==> config.mk <==
export PLATFORM = sky130hd
export DESIGN_NAME = tcni_scheduler
export DESIGN_NICKNAME = d
export VERILOG_FILES = /design/src/rtl/tcni_pkg.sv /design/src/rtl/tcni_rr_picker.sv /design/src/rtl/tcni_scheduler.sv
export SDC_FILE = /design/constraint.sdc
export NUM_CORES = 1
export LEC_CHECK = 0
export CAP_MARGIN = 20
export CORE_AREA = 4 4 325 327
export DETAILED_ROUTE_END_ITERATION = 10
export DIE_AREA = 0 0 329 331
export PLACE_DENSITY = 0.62
export SYNTH_ARGS = -nofsm -noshare
export SYNTH_HDL_FRONTEND = slang
export SYNTH_SLANG_ARGS = --single-unit
==> constraint.sdc <==
create_clock -name clock -period 16.22 [get_ports clock]
set_input_delay 3.244 -clock clock [delete_from_list [all_inputs] [get_ports clock]]
set_output_delay 3.244 -clock clock [all_outputs]
set_load 0.01 [all_outputs]
==> src/rtl/tcni_pkg.sv <==
// Shared types for the TCNI release-time scheduler: word type, FSM states,
// the flow table entry and the wrap-safe release test.
package tcni_pkg;

   localparam int NI_WORD_LENGTH = 32;

   typedef logic [NI_WORD_LENGTH-1:0] word;

   typedef enum logic [1:0] {
      S_IDLE,
      S_SCAN,
      S_ISSUE,
      S_BUSY
   } sched_state_t;

   typedef struct packed {
      logic enable;
      word  offset;
      word  period;
      word  addr;
      word  len;
      word  next_rel;
   } flow_slot_t;

   // Due when the signed distance from the release instant is non-negative,
   // so the comparison stays correct across time base wrap.
   function automatic logic release_due(input logic enable, input word now, input word next_rel);
      word diff;
      diff = now - next_rel;
      return enable && !diff[NI_WORD_LENGTH-1];
   endfunction

endpackage

==> src/rtl/tcni_rr_picker.sv <==
// Combinational round-robin picker: searches the due vector starting at the
// slot after the last grant and returns the first due slot.
module tcni_rr_picker #(
   parameter int NUM_FLOWS = 4
) (
   input  logic [NUM_FLOWS-1:0]         due,
   input  logic [$clog2(NUM_FLOWS)-1:0] last,
   output logic [$clog2(NUM_FLOWS)-1:0] grant,
   output logic                         valid
);

   localparam int FW = $clog2(NUM_FLOWS);

   logic [FW-1:0] idx;

   always_comb begin
      grant = '0;
      valid = 1'b0;
      idx   = '0;
      for (int unsigned i = 1; i <= NUM_FLOWS; i++) begin
         idx = last + FW'(i);
         if (!valid && due[idx]) begin
            grant = idx;
            valid = 1'b1;
         end
      end
   end

endmodule

==> src/rtl/tcni_scheduler.sv <==
// Release-time scheduler for the TCNI DMA: a table of periodic flows against a
// free-running time base, issuing one serialized burst request per release.
module tcni_scheduler
   import tcni_pkg::*;
#(
   parameter int NUM_FLOWS = 4,
   parameter int LEN_W     = 16
) (
   input  logic                         clock,
   input  logic                         reset,
   input  logic                         cfg_we,
   input  logic [$clog2(NUM_FLOWS)-1:0] cfg_flow,
   input  logic                         cfg_enable,
   input  logic [31:0]                  cfg_offset,
   input  logic [31:0]                  cfg_period,
   input  logic [31:0]                  cfg_addr,
   input  logic [LEN_W-1:0]             cfg_len,
   input  logic                         start,
   input  logic                         stop,
   output logic                         running,
   output logic                         cfg_err,
   output logic [31:0]                  now,
   output logic                         req_valid,
   input  logic                         req_ready,
   output logic [31:0]                  req_addr,
   output logic [LEN_W-1:0]             req_len,
   output logic [$clog2(NUM_FLOWS)-1:0] req_flow,
   input  logic                         dma_done,
   output logic [NUM_FLOWS-1:0]         overrun,
   input  logic                         overrun_clr
);

   localparam int FW = $clog2(NUM_FLOWS);

   sched_state_t   state;
   flow_slot_t     slots [NUM_FLOWS];
   logic [FW-1:0]  rr_ptr;
   logic           stop_pend;

   logic [NUM_FLOWS-1:0] due;
   logic [FW-1:0]        last_grant;
   logic [FW-1:0]        pick;
   logic                 pick_valid;
   word                  cur_period;
   word                  cur_next;
   word                  late;

   always_comb begin
      due = '0;
      for (int unsigned i = 0; i < NUM_FLOWS; i++) begin
         due[i] = release_due(slots[i].enable, now, slots[i].next_rel);
      end
   end

   // rr_ptr holds the first-priority slot; the picker wants the last grant.
   assign last_grant = rr_ptr - FW'(1);

   tcni_rr_picker #(
      .NUM_FLOWS (NUM_FLOWS)
   ) u_picker (
      .due   (due),
      .last  (last_grant),
      .grant (pick),
      .valid (pick_valid)
   );

   assign cur_period = slots[req_flow].period;
   assign cur_next   = slots[req_flow].next_rel;
   assign late       = now - cur_next;
   assign running    = (state != S_IDLE);

   always_ff @(posedge clock or negedge reset) begin
      if (!reset) begin
         state     <= S_IDLE;
         now       <= '0;
         rr_ptr    <= '0;
         stop_pend <= 1'b0;
         cfg_err   <= 1'b0;
         overrun   <= '0;
         req_valid <= 1'b0;
         req_addr  <= '0;
         req_len   <= '0;
         req_flow  <= '0;
         for (int unsigned i = 0; i < NUM_FLOWS; i++) begin
            slots[i] <= '0;
         end
      end else begin
         if (overrun_clr) begin
            overrun <= '0;
            cfg_err <= 1'b0;
         end

         if (cfg_we) begin
            if (state == S_IDLE) begin
               slots[cfg_flow].enable <= cfg_enable;
               slots[cfg_flow].offset <= cfg_offset;
               slots[cfg_flow].period <= cfg_period;
               slots[cfg_flow].addr   <= cfg_addr;
               slots[cfg_flow].len    <= word'(cfg_len);
            end else begin
               cfg_err <= 1'b1;
            end
         end

         if (stop && state != S_IDLE) stop_pend <= 1'b1;
         if (state != S_IDLE) now <= now + 32'd1;

         case (state)
            S_IDLE: begin
               if (start) begin
                  now       <= '0;
                  stop_pend <= 1'b0;
                  for (int unsigned i = 0; i < NUM_FLOWS; i++) begin
                     slots[i].next_rel <= slots[i].offset;
                  end
                  state <= S_SCAN;
               end
            end
            S_SCAN: begin
               if (stop_pend) begin
                  state <= S_IDLE;
               end else if (pick_valid) begin
                  req_addr  <= slots[pick].addr;
                  req_len   <= slots[pick].len[LEN_W-1:0];
                  req_flow  <= pick;
                  req_valid <= 1'b1;
                  state     <= S_ISSUE;
               end
            end
            S_ISSUE: begin
               if (req_ready) begin
                  // Overrun set is placed after the clear so a same-cycle set wins.
                  if (cur_period != '0 && late >= cur_period) overrun[req_flow] <= 1'b1;
                  slots[req_flow].next_rel <= cur_next + cur_period;
                  if (cur_period == '0) slots[req_flow].enable <= 1'b0;
                  rr_ptr    <= req_flow + FW'(1);
                  req_valid <= 1'b0;
                  state     <= S_BUSY;
               end
            end
            S_BUSY: begin
               if (dma_done) state <= S_SCAN;
            end
            default: state <= S_IDLE;
         endcase
      end
   end

endmodule

==> summary.md, run 1 <==
| Metric | Value |
|---|---|
| Power share of the sequential group | `31.3%` |
| Hold Buf Count CTS | `0` |
| RSZ-0062 raised after global routing | `false` |
| Required time of the worst setup path | `16.70 ns` |
| LEAKAGE | `19.1 nW` |
| Hold path cells | `2` |
| Iter 0 DRT Violations | `2492` |
| Number of vias per cell | `5.51` |
| Max rail drop VDD | `0.158 mV` |
| Worst Slack Setup Final | `9.56 ns` |
| Clk Latency, worst-skew pair | `0.65 ns` |
| Max Fclk | `150 MHz` |
| Clock power frac | `18.3%` |
| Setup violations, final | `0` |
| CTS Buf Count | `74` |
| CP max FO | `31` |
| Core Box Area | `0.103 mm2` |
| PD cells | `224 mW/mm2` |
| Post-Syn Nets | `3333` |
| Io pins | `212` |
| Crit path kind | `register to register` |
| Area leader, netlist | `dfrtp_1` |
| YS warnings | `0` |
| Die Ht | `331 um` |
| Post-synth top cells | `673 x dfrtp_1, 450 x mux2_2, 271 x inv_1` |
| Gate power share | `50.4%` |
| Sum Neg Setup Slack | `0 ns` |
| Avg Cell Area, Syn | `12.0 um2` |
| Worst Hold Class | `register to register` |
| Pint | `0.00546 W` |
| Vias | `25500` |
| CTS resizes | `0` |
| R2R setup slack | `9.56 ns` |
| Clk pin slew, worst setup/hold paths | `0.06 ns` |
| Sw frac | `41.7%` |
| Final Hold Viols | `0` |
| Worst slew pin tran | `1.23 ns` |
| Placer Congestion | `0.908` |
| Setup WS pre-CTS | `9.62 ns` |
| Net Sw Power | `0.00391 W` |
| Fillers | `9852` |
| Final period util | `41.0%` |
| Vias in the first global route | `25700` |
| Synth Cell Area | `0.0357 mm2` |
| Startpoint of the worst hold path | `req_len[15]` |
| Worst clock skew | `0.0447 ns` |
| Reg2reg path depth | `25` |
| Hpwl dp | `74.1 mm` |
| Hold Path End | `req_len[15]` |
| Max Transition Viols Final | `0` |
| Post-layout util | `40.6%` |
| Overflow after GRT | `0` |
| Router iterations before antenna repair | `7` |
| Die X | `329 um` |
| Die Area | `0.109 mm2` |
| First-pass GRT wire length | `162 mm` |
| DRC viols | `0` |
| R2R Path End | `overrun[3]` |
| Synth Register Bits | `673` |
| Maximum clock path buffer count | `3` |
| Post-Route WL | `108 mm` |
| Htree depth | `3` |
| Total Routing Usage GR | `19.6%` |
| Count leader, synth | `dfrtp_1` |
| Tmin final | `6.66 ns` |
| Arr. time, crit path | `7.14 ns` |
| Antenna viol nets, final | `0` |
| Crit end category | `register` |
| Startpoint class of the critical path | `register` |
| Post-synth top area share | `47.2%` |
| # rows | `118` |
| Postcts setup bufs | `0` |
| CTS tree | `built` |
| RR Startpoint | `req_flow[0]` |
| Initial Util | `34.7%` |
| Register area share after synthesis | `47.2%` |
| Outcome | `finished clean` |
| Primary FF master, synth | `dfrtp_1` |
| Layout cells sized above 1 | `21.7%` |
| Distinct cell type count after synthesis | `82` |
| Port buffer count | `211` |
| Layout area overhead | `17.0%` |
| Root buffer cell | `clkbuf_16` |
| Synth area leaders | `dfrtp_1 47%, mux2_2 14%, ha_1 7.8%, mux4_2 4.0%, mux2i_1 3.0%` |
| Synth async-reset ratio | `100%` |
| Synth Instances | `2985` |
| Initial antenna violation count | `17` |
| Post-synth EDFFs | `0` |
| Nets | `3514` |
| Mean routed wirelength per cell | `23.4 um` |
| Largest net degree at the start of global routing | `179` |
| Worst slew margin | `17.3%` |
| Clock sink count | `673` |
| Max_cap viols | `0` |
[cells by family after synthesis]
family	synth area share (%)
adder cells (fa/ha/maj)	7.93
AND/OR/NAND/NOR	5.35
AO/OA/AOI/OAI	11.9
buffers and inverters	4.64
flip-flops	47.2
XOR/XNOR	1.62
multiplexers	21.3
[metal layers]
metal  global-route usage (%)  vias up  wire length, um
met4                     5.23        8             2870
met5                        0        -               45
met2                     31.3      829            49500
met1                     25.7    13100            45900
met3                     6.14      178             9520
li1                         -    11400                -
[final cells by class]
type | count | area, um2 | area share [%]
multi-input combinational | 1902 | 17200 | 41.2
clock buffer | 108 | 2190 | 5.25
clock inverter | 27 | 304 | 0.728
sequential | 673 | 16800 | 40.3
timing repair buffer | 244 | 2420 | 5.80
tap | 1380 | 1730 | 4.13
inverter | 271 | 1020 | 2.44
antenna | 12 | 30.0 | 0.0719
[critical path, cell delays in order (launching register included)]
cell and delay [ns]:
dfrtp_4 0.55, buf_4 0.60, buf_4 0.65, mux4_2 0.60, inv_1 0.09, ha_1 0.27
a21o_1 0.17, a21o_1 0.17, a21oi_1 0.22, o21ai_0 0.12, nand3_1 0.12, a21oi_1 0.11
a311o_1 0.41, nor2b_1 0.17, nor2_1 0.12, xnor2_1 0.15, ha_1 0.27, nor2b_1 0.14
o21ai_0 0.15, nand2b_1 0.08, a21oi_1 0.16, nor2b_1 0.06, o21ai_0 0.14, nand2b_1 0.07
a221oi_1 0.70, o32ai_1 0.18
[through the flow]
step           std cells  power [W]  hold WS (ns)  cell area (um2)
3_5_place_dp        4469    0.00762         0.469            39200
4_1_cts             4604    0.00938         0.483            41700
2_1_floorplan       2985    0.00609         0.450            35700
6_report            4617    0.00937         0.487            41800
5_1_grt             4606    0.00999         0.508            41700
3_3_place_gp        4469    0.00753         0.461            39200
[how the worst max path moves through the flow]
stage / start / endpoint / slack, ns / cells past startpoint
after floorplan: req_flow[1] / overrun[1] / 9.96 / 29
after global placement: req_flow[0] / overrun[3] / 9.60 / 25
after detailed placement: req_flow[0] / overrun[1] / 9.62 / 25
after CTS: req_flow[0] / overrun[3] / 9.61 / 25
after global routing: req_flow[0] / overrun[3] / 9.16 / 25
final: req_flow[0] / overrun[3] / 9.56 / 25
[layout by cell type, fill, tap and decap left out, types with 29 or more instances in the layout]
| master | n |
|---|---|
| dfrtp_1 | 671 |
| mux2_2 | 450 |
| inv_1 | 271 |
| ha_1 | 223 |
| clkdlybuf4s50_1 | 210 |
| nand2_1 | 128 |
| o21ai_0 | 116 |
| a21oi_1 | 114 |
| mux2i_1 | 106 |
| nor2_1 | 82 |
| clkbuf_16 | 75 |
| mux4_2 | 64 |
| a21o_1 | 55 |
| a222oi_1 | 55 |
| a22oi_1 | 54 |
| nand3_1 | 51 |
| o221ai_1 | 48 |
| xnor2_1 | 38 |
| buf_4 | 29 |
[power groups by stage]
stage          sequential, W  combinational, W  clock (W)
2_1_floorplan        0.00279           0.00330          0
3_3_place_gp         0.00293           0.00460          0
3_5_place_dp         0.00294           0.00468          0
4_1_cts              0.00292           0.00470    0.00175
5_1_grt              0.00301           0.00516    0.00182
6_report             0.00293           0.00472    0.00171
(Power assumes the default switching activity.)
==> run 2, diff against run 1 <==
- clock period: 16.22 -> 6.3 ns (I/O delays scaled with it)
==> run 2 against run 1 <==
Power grew to 2.6 times the previous value. Count of clock-buffer cells in the layout is 3 lower. Clock skew shrank 0.0025 ns. Worst setup slack lost 9.1 ns. Largest cell class unchanged.
==> summary.md, run 2 (synthesized netlist as in run 1, its figures left out) <==
| Metric | Value |
|---|---|
| Setup WS pre-CTS | `0.501 ns (-9.12 ns)` |
| CP max FO | `12 (-61%)` |
| Sum Neg Setup Slack | `0 ns (unchanged)` |
| Commonest non-fill, non-tap cell in the layout | `dfrtp_1` |
| Initial Util | `34.7% (unchanged)` |
| Core Box Area | `0.103 mm2 (unchanged)` |
| DRC viols | `0 (unchanged)` |
| PD cells | `579 mW/mm2 (+160%)` |
| Postcts setup bufs | `0 (unchanged)` |
| Hold Buf Count CTS | `0 (unchanged)` |
| Clock sink count | `673 (unchanged)` |
| RSZ-0062 raised after global routing | `false` |
| CTS tree | `built` |
| FF/Latch Area | `0.0168 mm2 (unchanged)` |
| Critical path buffer and inverter count | `2 (-1)` |
| Vias | `25300 (-0.76%)` |
| First-pass GRT wire length | `164 mm (+0.77%)` |
| Worst slew margin | `25.8% (+8.5 points)` |
| Setup violations, final | `0 (unchanged)` |
| Crit path kind | `register to register` |
| Arr. time, crit path | `6.34 ns (-0.80 ns)` |
| Vias in the first global route | `25700 (+0.14%)` |
| Number of vias per cell | `5.45 (-1.1%)` |
| Most frequent cells in the layout | `671 x dfrtp_1, 450 x mux2_2, 271 x inv_1` |
| Die Area | `0.109 mm2 (unchanged)` |
| Worst path top cell family by delay | `compound AO/OA/AOI/OAI gates` |
| Initial antenna violation count | `18 (+1)` |
| Startpoint class of the critical path | `register` |
| Die Ht | `331 um (unchanged)` |
| Total Routing Usage GR | `19.6% (+0.075 points)` |
| Max Fclk | `171 MHz (+14%)` |
| Post-Route WL | `108 mm (-0.23%)` |
| Post-Place Cell Area | `0.0394 mm2 (+0.42%)` |
| Fillers | `9796 (-0.57%)` |
| Outcome | `finished clean` |
| Layout cells sized above 1 | `22.3% (+0.52 points)` |
| Layout area overhead | `17.8%` |
| Largest net degree at the start of global routing | `158 (-12%)` |
| Slowest Stage Delay on Critical Path | `0.59 ns (-0.11 ns)` |
| Maximum clock path buffer count | `3 (unchanged)` |
| Iter 0 DRT Violations | `2155 (-14%)` |
| Worst Slack Setup Final | `0.439 ns (-9.13 ns)` |
| Critical path's slowest cell | `dfrtp_4` |
| Nets | `3529 (+0.43%)` |
| Worst clock skew | `0.0422 ns (-0.00247 ns)` |
| # rows | `118 (unchanged)` |
| Final period util | `93.0% (+52 points)` |
| Clk Latency, worst-skew pair | `0.64 ns (about the same)` |
| CTS Buf Count | `75 (+1.4%)` |
| Io pins | `212 (unchanged)` |
| Footprint of the multi-input gates | `0.0172 mm2 (about the same)` |
| Max Transition Viols Final | `0 (unchanged)` |
| Overflow after GRT | `0 (unchanged)` |
| Htree depth | `3 (unchanged)` |
| Root buffer cell | `clkbuf_16` |
| Die X | `329 um (unchanged)` |
| Port buffer count | `211 (unchanged)` |
| Antenna viol nets, final | `0 (unchanged)` |
| LEAKAGE | `19.2 nW (+0.82%)` |
| Design area | `0.0420 mm2 (+0.62%)` |
| CTS resizes | `0 (unchanged)` |
| Router iterations before antenna repair | `8 (+1)` |
| Worst Hold Class | `register to register` |
| Placer Congestion | `0.939 (+3.4%)` |
| Most used cell, CP | `a21oi_1` |
| Max_cap viols | `0 (unchanged)` |
| Crit end category | `register` |
| Final Hold Viols | `0 (unchanged)` |
| Mean routed wirelength per cell | `23.2 um (-0.55%)` |
| Clk pin slew, worst setup/hold paths | `0.06 ns (about the same)` |
| Required time of the worst setup path | `6.78 ns (-9.92 ns)` |
| Worst slew pin tran | `1.11 ns (-0.122 ns)` |
| Max rail drop VDD | `0.552 mV (+250%)` |
| Tmin final | `5.86 ns (-0.795 ns)` |
| Hpwl dp | `74.6 mm (+0.71%)` |
| R2R setup slack | `0.44 ns (-9.13 ns)` |
==> run 2: cell types whose count changed in the layout (fill, tap and decap cells not counted), sizes merged <==
| cell | previous run | this run |
|---|---|---|
| clkinv | 16 | 17 |
| bufinv | 2 | 6 |
| buf | 34 | 48 |
| diode | 12 | 13 |
| clkbuf | 108 | 105 |
| clkinvlp | 4 | 3 |
| inv | 276 | 275 |
==> run 2: metrics by stage <==
step	std cells	power (W)	utilization (%)	hold WS [ns]
3_5_place_dp	4483	0.0197	38.3	0.474
4_1_cts	4618	0.0244	40.8	0.489
6_report	4632	0.0243	40.8	0.482
5_1_grt	4621	0.0260	40.8	0.504
3_3_place_gp	4483	0.0195	38.3	0.470
2_1_floorplan	2985	0.0157	-	0.450
==> run 2: cell type report <==
class,instances,share of cell area [%]
Antenna cell,13,0.0774
Clock buffer,105,5.31
Clock inverter,30,0.872
Inverter,271,2.42
Multi-Input combinational cell,1902,41.0
Sequential cell,673,40.1
Tap cell,1380,4.11
Timing Repair Buffer,258,6.13
==> run 2: per-layer routing <==
metal	routed length (um)	up-vias	GRT usage, %	share of wire [%]
met5	76	-	0	0.071
met1	45800	12900	25.7	43
li1	-	11400	-	-
met2	50000	825	31.9	46
met4	2510	12	5.13	2.3
met3	9220	173	5.69	8.6
==> run 2: worst register-to-register path, delay by kind of cell (launching register included) <==
family | cells | cell delay, ns
multiplexers | 1 | 0.40
XOR/XNOR | 1 | 0.10
AO/OA/AOI/OAI | 16 | 3.36
buffers and inverters | 2 | 0.26
flip-flops | 1 | 0.59
AND/OR/NAND/NOR | 3 | 0.22
adder cells (fa/ha/maj) | 3 | 0.78
==> run 2: where the power goes <==
part	leakage, nW	internal (W)	switching (W)
Combinational	9.67	0.00533	0.00686
Clock	1.29	0.00273	0.00185
Sequential	8.29	0.00631	0.00126
==> run 2: worst paths after layout <==
path | to | from | cells past startpoint
setup / recovery | overrun[1] | req_flow[0] | 26
hold / removal | rr_ptr[0] | rr_ptr[0] | 2
setup reg to reg | overrun[1] | req_flow[0] | 26
hold reg to reg | rr_ptr[0] | rr_ptr[0] | 2
max in group asynchronous | asynchronous set/reset pin | reset | 2
min in group asynchronous | asynchronous set/reset pin | reset | 1
==> RTL change (settings of run 2) <==
Make the reset (`reset`) synchronous in one clocked block.
--- a/src/rtl/tcni_scheduler.sv
+++ b/src/rtl/tcni_scheduler.sv
@@ -71,3 +71,3 @@
 
-   always_ff @(posedge clock or negedge reset) begin
+   always_ff @(posedge clock) begin
       if (!reset) begin
Check against the original RTL: not settled (the Yosys comparison gave no result); the edit may change what the design does.
==> RTL change against run 2 <==
Clock skew fell by 0.0081 ns. Routed wire length rose by 6.6%. Sequential cell count rose by 2. Synthesized area barely moved. Design area rose by 0.30%. Die area did not move. Worst setup slack improved by 0.042 ns. Utilization rose by 0.12 points. Sequential share of layout area rose by 5.8 points.
Power is not compared: it rests on default switching activity, and its combinational part moved more than twofold at a synthesized area within 25%.
==> RTL change: results (changes against run 2) <==
YS_ASYNC_SR_FRACTION_PCT=0  # was 100%
CTS_BUFFERS=76  # was 75
SYNTH_TOP_FAMILY_BY_AREA='simple AND/OR/NAND/NOR gates'  # was multiplexers
MET2WIRELENGTH_UM=53600  # was 50,000 um
GRT_FIRST_PASS_WIRELENGTH_UM=170000  # was 164,000 um
YS_TOP_CELLS_BY_COUNT='580 x sky130_fd_sc_hd__edfxtp_1, 541 x sky130_fd_sc_hd__nor2_1, 269 x sky130_fd_sc_hd__nand3_1'  # was 673 x sky130_fd_sc_hd__dfrtp_1, 450 x sky130_fd_sc_hd__mux2_2, 271 x sky130_fd_sc_hd__inv_1
PLACED_AREA_SQ_MM=0.0396  # was 0.0394 sq mm
CRITPATHMAXSTAGEDELAY_NS=0.46  # was 0.59 ns
SYNTH_SEQ_AREA_SHARE_PCT=54.1  # was 47.2%
DRT-MET1-WL_UM=47700  # was 45,800 um
SYNTH_COMPOUND_AREA_SHARE_PCT=11.8  # was 11.9%
YOSYS-MUX-AREA-FRACTION_PCT=4.25  # was 21.3%
MET3_USAGE_PCT=4.46  # was 5.69%
SYNTH.DISTINCT_CELLS=75  # was 82
OUTCOME='completed'  # unchanged
FIRST_GLOBAL_VIAS=26700  # was 25,700
DP_HPWL_UM=75300  # was 74,600 um
SKEW_NS=0.0341  # was 0.0422 ns
GR-USAGE-MET1_PCT=27.5  # was 25.7%
DRT-PASS1-ITER-COUNT=5  # was 8
USE_MET2_PCT=33.9  # was 31.9%
GRT_ANTENNA_BEFORE_REPAIR=9  # was 18
DRT-WIRELENGTH-PER-CELL_UM=23.1  # was 23.2 um
POSTSYNTH.TOPFLOPCELL='sky130_fd_sc_hd__edfxtp_1'  # was sky130_fd_sc_hd__dfrtp_1
GP_ROUTABILITY_CONGESTION=0.933  # was 0.939
GRTUSAGETOTAL_PCT=20.7  # was 19.6%
WORST_PATH_MAX_DELAY_CELL='sky130_fd_sc_hd__dfxtp_4'  # was sky130_fd_sc_hd__dfrtp_4
MET3_LENGTH_UM=9970  # was 9220 um
HOLD_CRIT_START='req_addr[30]$_SDFFE_PN0P_'  # was rr_ptr[0]$_DFFE_PN0P_
FINAL.FILL_COUNT=9942  # was 9,796
MAXIMUM_NUMBER_OF_PINS_ON_ONE_NET_BEFORE_GLOBAL_ROUTE_REPAIR=123  # was 158
FINALNETCOUNT=3877  # was 3,529
DETAIL_ROUTE.VIAS_PER_CELL=5.46  # was 5.45
SYNTHXORXNORAREAFRAC_PCT=1.62  # about the same
POST_SYNTH_MAIN_AREA_CONTRIBUTORS='sky130_fd_sc_hd__edfxtp_1 49%, sky130_fd_sc_hd__ha_1 7.9%, sky130_fd_sc_hd__nor2_1 5.7%'  # was sky130_fd_sc_hd__dfrtp_1 47%, sky130_fd_sc_hd__mux2_2 14%, sky130_fd_sc_hd__ha_1 7.8%
ADDER_CELL_SHARE_OF_THE_SYNTHESIZED_AREA_PCT=7.96  # was 7.93%
NUMBER_OF_DESIGN_RULE_VIOLATIONS_LEFT_BY_THE_FIRST_DETAILED_ROUTER_ITERATION=2672  # was 2,155
==> RTL change: cell types whose count changed in the layout (fill, tap and decap cells not counted), sizes merged, moves of 104 or more <==
cell / delta
dfrtp: -673
edfxtp: +580
mux2: -447
mux2i: -104
nand3: +218
nor2: +458
==> RTL change: metrics by stage <==
stage,worst slack (ns),power (uW),instances
finish,0.481,11200,4974
global route,0.0951,11700,4967
CTS,0.159,11300,4960
detailed placement,0.184,6890,4823
global placement,0.308,6870,4823
floorplan,0.150,6300,3341
==> RTL change: cells by family after synthesis <==
| family | Yosys count |
|---|---|
| AO/OA/AOI/OAI | 628 |
| XOR/XNOR | 66 |
| adder cells (fa/ha/maj) | 226 |
| buffers and inverters | 444 |
| flip-flops | 675 |
| multiplexers | 71 |
| AND/OR/NAND/NOR | 1231 |
==> RTL change: path summary, 6_finish.rpt <==
| path | endpoint | slack [ns] | depth (start not counted) |
|---|---|---|---|
| worst max-delay path | overrun[1]$_SDFF_PN0_ | 0.48 | 27 |
| worst min-delay path | req_addr[30]$_SDFFE_PN0P_ | 0.47 | 2 |
| worst max register to register | overrun[1]$_SDFF_PN0_ | 0.48 | 27 |
| worst min register to register | req_addr[30]$_SDFFE_PN0P_ | 0.47 | 2 |
==> RTL change: repair_timing <==
action	CTS	global route
setup endpoints to repair	0	4
gates resized for setup	0	2
setup buffers	0	7
==> RTL change: cell type report <==
| type | count | area (sq um) | share of cell area, % |
|---|---|---|---|
| Sequential cell | 675 | 19300 | 45.9 |
| Multi-Input combinational cell | 2222 | 14800 | 35.1 |
| Timing Repair Buffer | 294 | 2860 | 6.77 |
| Clock buffer | 97 | 2020 | 4.79 |
| Tap cell | 1380 | 1730 | 4.10 |
| Inverter | 259 | 972 | 2.31 |
| Clock inverter | 40 | 428 | 1.02 |
| Antenna cell | 7 | 17.5 | 0.0416 |
